===== config.mk =====
export PLATFORM = sky130hd
export DESIGN_NAME = rll_key_loader
export DESIGN_NICKNAME = d
export VERILOG_FILES = /design/src/rtl/rll_key_loader.sv
export SDC_FILE = /design/constraint.sdc
export NUM_CORES = 1
export LEC_CHECK = 0
export ABC_AREA = 0
export BUFFER_PORTS_ARGS = -buffer_cell sky130_fd_sc_hd__buf_2
export CAP_MARGIN = 20
export CORE_UTILIZATION = 50
export CTS_CLUSTER_SIZE = 12
export DETAILED_ROUTE_END_ITERATION = 10
export GPL_ROUTABILITY_DRIVEN = 0
export PLACE_DENSITY_LB_ADDON = 0.08
export SYNTH_ARGS = -nofsm -noshare
export SYNTH_HDL_FRONTEND = slang
export SYNTH_SLANG_ARGS = --single-unit

===== constraint.sdc =====
create_clock -name clk -period 2.4 [get_ports clk]
set_input_delay 0.48 -clock clk [delete_from_list [all_inputs] [get_ports clk]]
set_output_delay 0.48 -clock clk [all_outputs]
set_load 0.01 [all_outputs]

===== src/rtl/rll_key_loader.sv =====
// Serial key loader: receives a framed key (KEY_WIDTH bits MSB first plus an even-parity
// bit), checks it and applies it in parallel on key_out. An optional seal blocks reloads
// until zeroize or reset.
module rll_key_loader #(
  parameter int unsigned KEY_WIDTH    = 16,
  parameter int unsigned TIMEOUT      = 255,
  parameter bit          SEAL_ON_LOAD = 1'b1
) (
  input  logic                 clk,
  input  logic                 rst,
  input  logic                 zeroize,
  input  logic                 load_start,
  input  logic                 bit_valid,
  input  logic                 bit_data,
  output logic                 ready,
  output logic                 busy,
  output logic [KEY_WIDTH-1:0] key_out,
  output logic                 key_valid,
  output logic                 sealed,
  output logic                 parity_err,
  output logic                 timeout_err
);

  localparam int unsigned CntW  = $clog2(KEY_WIDTH + 1);
  localparam int unsigned IdleW = (TIMEOUT > 1) ? $clog2(TIMEOUT) : 1;

  typedef enum logic [1:0] {StIdle, StShift, StParity} state_e;

  state_e               state_q, state_d;
  logic [KEY_WIDTH-1:0] shadow_q, shadow_d;
  logic [KEY_WIDTH-1:0] key_q, key_d;
  logic [CntW-1:0]      bit_cnt_q, bit_cnt_d;
  logic [IdleW-1:0]     idle_cnt_q, idle_cnt_d;
  logic                 valid_q, valid_d;
  logic                 sealed_q, sealed_d;
  logic                 perr_q, perr_d;
  logic                 terr_q, terr_d;
  logic                 start_ok;

  // A restart mid-frame is always honoured; a fresh frame only when not sealed.
  assign start_ok = load_start && ((state_q != StIdle) || !sealed_q);

  // Next-state logic: zeroize beats load_start, which beats bit_valid.
  always_comb begin
    state_d    = state_q;
    shadow_d   = shadow_q;
    key_d      = key_q;
    bit_cnt_d  = bit_cnt_q;
    idle_cnt_d = idle_cnt_q;
    valid_d    = valid_q;
    sealed_d   = sealed_q;
    perr_d     = 1'b0;
    terr_d     = 1'b0;
    if (zeroize) begin
      state_d    = StIdle;
      key_d      = '0;
      valid_d    = 1'b0;
      sealed_d   = 1'b0;
      bit_cnt_d  = '0;
      idle_cnt_d = '0;
    end else if (start_ok) begin
      state_d    = StShift;
      shadow_d   = '0;
      bit_cnt_d  = '0;
      idle_cnt_d = '0;
    end else begin
      case (state_q)
        StIdle: state_d = StIdle;
        StShift, StParity: begin
          if (bit_valid) begin
            idle_cnt_d = '0;
            if (state_q == StShift) begin
              shadow_d  = {shadow_q[KEY_WIDTH-2:0], bit_data};
              bit_cnt_d = bit_cnt_q + 1'b1;
              if (bit_cnt_q == CntW'(KEY_WIDTH - 1)) begin
                state_d = StParity;
              end
            end else begin
              state_d = StIdle;
              // Even parity over key plus parity bit.
              if (bit_data == ^shadow_q) begin
                key_d    = shadow_q;
                valid_d  = 1'b1;
                sealed_d = SEAL_ON_LOAD;
              end else begin
                perr_d = 1'b1;
              end
            end
          end else if (idle_cnt_q == IdleW'(TIMEOUT - 1)) begin
            // This idle cycle is the TIMEOUT-th in a row.
            state_d    = StIdle;
            terr_d     = 1'b1;
            idle_cnt_d = '0;
          end else begin
            idle_cnt_d = idle_cnt_q + 1'b1;
          end
        end
        default: state_d = StIdle;
      endcase
    end
  end

  // State and output registers with synchronous reset.
  always_ff @(posedge clk) begin
    if (rst) begin
      state_q    <= StIdle;
      shadow_q   <= '0;
      key_q      <= '0;
      bit_cnt_q  <= '0;
      idle_cnt_q <= '0;
      valid_q    <= 1'b0;
      sealed_q   <= 1'b0;
      perr_q     <= 1'b0;
      terr_q     <= 1'b0;
    end else begin
      state_q    <= state_d;
      shadow_q   <= shadow_d;
      key_q      <= key_d;
      bit_cnt_q  <= bit_cnt_d;
      idle_cnt_q <= idle_cnt_d;
      valid_q    <= valid_d;
      sealed_q   <= sealed_d;
      perr_q     <= perr_d;
      terr_q     <= terr_d;
    end
  end

  assign ready       = (state_q == StIdle) && !sealed_q;
  assign busy        = (state_q != StIdle);
  assign key_out     = key_q;
  assign key_valid   = valid_q;
  assign sealed      = sealed_q;
  assign parity_err  = perr_q;
  assign timeout_err = terr_q;

endmodule


* Word-level counts from Yosys, hierarchy flattened
Cells that the tools add are included.
** Word-level totals
- Flip-flop bits (word level) :: 50
- Logic and storage cells :: 60
- Input port bits :: 6
** Operators by class
- Add/subtract/negate cells :: 2
- Eq/ne operators :: 8
- Reduce and logical (&&, ||, !) cells :: 22
- Mux-type cells :: 14
- Bitwise gates (word level) :: 5
** Operator list (number)
- 16-bit 2-to-1 mux :: 4
- 8-bit 2-to-1 mux :: 2
- 16-bit parity :: 1
- 2-bit nonzero test :: 5
- 8-bit by 1-bit adder with 8-bit output (second input constant) :: 1
- 8-bit == test (second input constant) :: 1
- 2-bit 2-to-1 mux :: 4
- 6-bit OR reduction :: 1
- 5-bit by 1-bit adder with 5-bit output (second input constant) :: 1
- 5-bit by 4-bit == test with 1-bit output (second input constant) :: 1
- 5-bit != test (second input constant) :: 1
- 1-bit inverter :: 5
- 5-bit AND reduction :: 1
- 5-bit OR reduction :: 1
- 1-bit 2-to-1 mux :: 4
- 4-bit != test (second input constant) :: 1
- 2-bit AND reduction :: 2
- 4-bit AND reduction :: 1
- 2-bit OR reduction :: 2
- 4-bit OR reduction :: 1
- 3-bit by 2-bit != test with 1-bit output (second input constant) :: 1
- 3-bit AND reduction :: 1
- 3-bit OR reduction :: 1
- 2-bit by 1-bit == test with 1-bit output (second input constant) :: 1
- other kinds (6) :: 7

* Depth between registers and ports, before layout
- Word-level depth :: 6
- Gate-level depth with buffers :: 9

* Worst setup path before layout
OpenSTA, ideal clock, no wires.
- Path type :: reg2reg
- From :: register shadow_q[3]
- To :: register sealed_q, in the netlist sealed
- Data arrival time :: 1778 ps
- Cell stages (with the launch flop) :: 7
- Setup time :: 128 ps
- Buffers on the path :: 1
- Data required time :: 2272 ps
- Setup slack :: 493 ps
- Clock period less this slack :: 1907 ps
- Path through :: dfxtp_1 > xnor3_1 > xnor3_2 > xor3_2 > buf_6 > a21oi_2 > nor3_2
** Between the ends
- Longest elaborated chain between the ends :: 3
** Ends and longest elaborated chain
- from (decl) :: RTL line 30 : logic [KEY_WIDTH-1:0] shadow_q, shadow_d;
- from (signal assigned) :: RTL line 117 : shadow_q <= shadow_d;
- 16-bit parity :: RTL line 81 : if (bit_data == ^shadow_q) begin
- 1-bit == test :: RTL line 81
- 5-bit AND reduction (no line)
- to (signal assigned) :: RTL line 122 : sealed_q <= sealed_d;
- to (decl) :: RTL line 35 : logic sealed_q, sealed_d;
No other way between the ends.
A chain may end at the register's enable or synchronous reset.

* Worst setup path after layout
- From :: register shadow_q[3]
- To :: register key_q[12], in the netlist key_out[12]
** Between the ends
- Longest elaborated chain between the ends :: 3
** Ends and longest elaborated chain
- 16-bit parity :: RTL line 81
- 1-bit == test :: RTL line 81
- 5-bit AND reduction (no line)
- to (signal assigned) :: RTL line 118 : key_q <= key_d;
- to (decl) :: RTL line 31 : logic [KEY_WIDTH-1:0] key_q, key_d;
No other way between the ends.

==> run summary <==
outcome: completed
synthesized area: 2240 um^2
Switching Share: 22.8%
commonest cells after routing, fill and taps aside: dfxtp_1 (50), nand3_1 (35), nand2_1 (27), buf_2 (27), a21oi_1 (18)
largest net degree at the start of global routing: 20
clock latency on the worst-skew pair: 0.30 ns
wire length per cell: 13.8 um
root buf cell: clkbuf_8
final core occ: 60.4%
clk slew on worst S/H paths: 0.09 ns
input/output buffers: 27
Int Power: 0.00109 W
IO Pins: 28
leakage power: 0.933 nW
Levels on crit path: 5
clock power share: 35.1%
first-pass GRT wire length: 7400 um
headroom to the max-slew limit: 60.9%
Clock Sink Count: 50
Mapped Nets: 261
max_cap viols: 0
fillcell total: 400
worst-path cell chain: xnor3_1, xnor3_2, xor3_2, nand3_1, a21boi_1
Hold Crit Depth: 2
Syn-to-layout area delta: 11.5%
Final setup viols: 0
CTS tree: yes
area leader, netlist: dfxtp_1
share of the synthesized area in the top cell type: 44.6%
gr ovfl total: 0
post-detail-place hpwl: 3220 um
minimum clock period: 2.02 ns
FP Rows: 23
worst path bufs/invs: 0
Clock Tree Buf Depth: 2
power density over the cells: 565 nW/um^2
Die Span X: 69.0 um
layout cell share with drive strength beyond 1: 17.1%
Slew Viols, Final: 0
first-iteration detailed-routing DRC count: 147
fmax: 494 MHz
PostCTS Resize Cnt: 0
H-tree depth: 2
Seq pwr share: 58.9%
worst r2r path cells: 5
vias in the first global route: 1,481
crit start category: flop
DRC errors left: 0
Multi-input gate area: 1150 um^2
DRT antenna net count: 0
Worst Tran Pin Value: 0.586 ns
setup tns final: 0 ns
Die Y: 69.0 um
worst hold path type: in -> reg
Register Area: 1000 um^2
setup slack, reg-to-reg: 0.38 ns
Area contributors post-synth: dfxtp_1 (45%), nand3_1 (7.8%), a21boi_1 (5.4%)
Core Area: 4140 um^2
Num CTS Buffers: 5
YS warnings: 0
Detailed Route WL: 4470 um
Worst EP required: 2.63 ns
most common cell after layout, fill and taps aside: dfxtp_1
final worst-path cycle share: 84.3%
Antenna Cells: 0
antenna violations before repair: 0
critical setup path kind: reg -> reg
Syn Inst Count: 249
Largest stage delay, worst path: 0.46 ns
gr usage total: 21.2%
Worst path slowest cell: xor3_2
Vias: 1,776
post-synthesis cell type count: 35
clock skew: 0.0101 ns
Hold Worst Slack: 0.398 ns
CP max FO: 18
postcts setup bufs: 0
Via-to-Cell Ratio: 5.46
Yosys reg bits: 50
crit path DAT: 2.26 ns
RSZ-0062 raised after global routing: false
Hold-fix buffers, CTS: 0
final hold vios: 0
Max IR drop VDD: 0.351 mV
sequential fraction of the synthesis area: 44.6%
Top delay family on crit path: XOR/XNOR gates
starting density of the core: 54.1%
Logic pwr share: 6.0%
total iterations of the first detailed-routing run: 4
Die ar.: 4760 um^2
Worst Setup End Kind: flop
NumNets Final: 286
Sw Pwr: 0.000323 W
Syn Area/Cell: 9.01 um^2
==> area by class of cell <==
cell class	count	area share (%)
Clock inverter	1	0.200
Multi-Input combinational cell	179	45.9
Clock buffer	7	3.45
Inverter	5	0.750
Sequential cell	50	40.0
Timing Repair Buffer	33	7.20
Tap cell	50	2.50
==> final timing paths <==
path          startpoint           to
max reg2reg  shadow_q[3]  key_out[12]
min              zeroize       sealed
max          shadow_q[3]  key_out[12]
min reg2reg   key_out[5]   key_out[5]
==> power groups by stage <==
stage / Clock [W] / Sequential, W / Combinational, W
2_1_floorplan: 0 / 0.000852 / 0.0000650
6_report: 0.000495 / 0.000832 / 0.0000850
5_1_grt: 0.000554 / 0.000833 / 0.0000927
3_5_place_dp: 0 / 0.000852 / 0.0000853
4_1_cts: 0.000514 / 0.000832 / 0.0000852
3_3_place_gp: 0 / 0.000852 / 0.0000857
==> synthesized netlist by cell type, drive strengths merged <==
master,n
a211o,1
a211oi,2
a21bo,1
a21boi,17
a21o,2
a21oi,19
a31oi,1
a41o,1
and2,1
and3,2
and4,1
buf,4
clkbuf,11
dfxtp,50
ha,6
inv,5
nand2,27
nand3,35
nand4,4
nor2,16
nor3,2
nor4,1
nor4b,1
o21ai,16
xnor2,11
xnor3,4
xor2,7
xor3,1
==> metal layers <==
metal / part of all wire [%] / vias up / GRT usage (%) / routed length (um)
li1: - / 910 / - / -
met1: 56 / 829 / 34.0 / 2480
met2: 39 / 31 / 27.8 / 1770
met3: 4.2 / 6 / 4.93 / 186
met4: 0.74 / 0 / 4.59 / 33
met5: 0 / - / 0 / 0
==> sequential cells by signal (all words and copies together) (netlist names) <==
register     flops
parity_err       1
key_out         16
idle_cnt_q       8
shadow_q        16
timeout_err      1
bit_cnt_q        5
sealed           1
state_q          2
==> stage by stage <==
stage          worst slack, ns  cell area, um^2  instances  total power, W
4_1_cts                  0.371             2500        325         0.00143
5_1_grt                  0.221             2500        325         0.00148
3_5_place_dp             0.383             2410        317        0.000937
3_3_place_gp             0.406             2410        317        0.000938
6_report                 0.376             2500        325         0.00141
2_1_floorplan            0.493             2240        249        0.000917
==> worst reg2reg max path, stage by stage (launching register included) <==
cell and delay [ns]:
dfxtp_1 0.39, xnor3_1 0.41, xnor3_2 0.40, xor3_2 0.46, nand3_1 0.14, a21boi_1 0.16
==> cell families (layout without fill, tap and decap cells) <==
logic type / after synthesis / in the layout / synth area share [%]
xor gates and xnor gates: 23 / 23 / 12.3
buffers and inverters: 20 / 46 / 4.24
AOI/OAI and AO/OA: 60 / 60 / 16.6
and+or+nand+nor: 90 / 90 / 19.0
DFF: 50 / 50 / 44.6
adders and majority gates: 6 / 6 / 3.35
No activity file was read; power rests on OpenSTA's default activity.
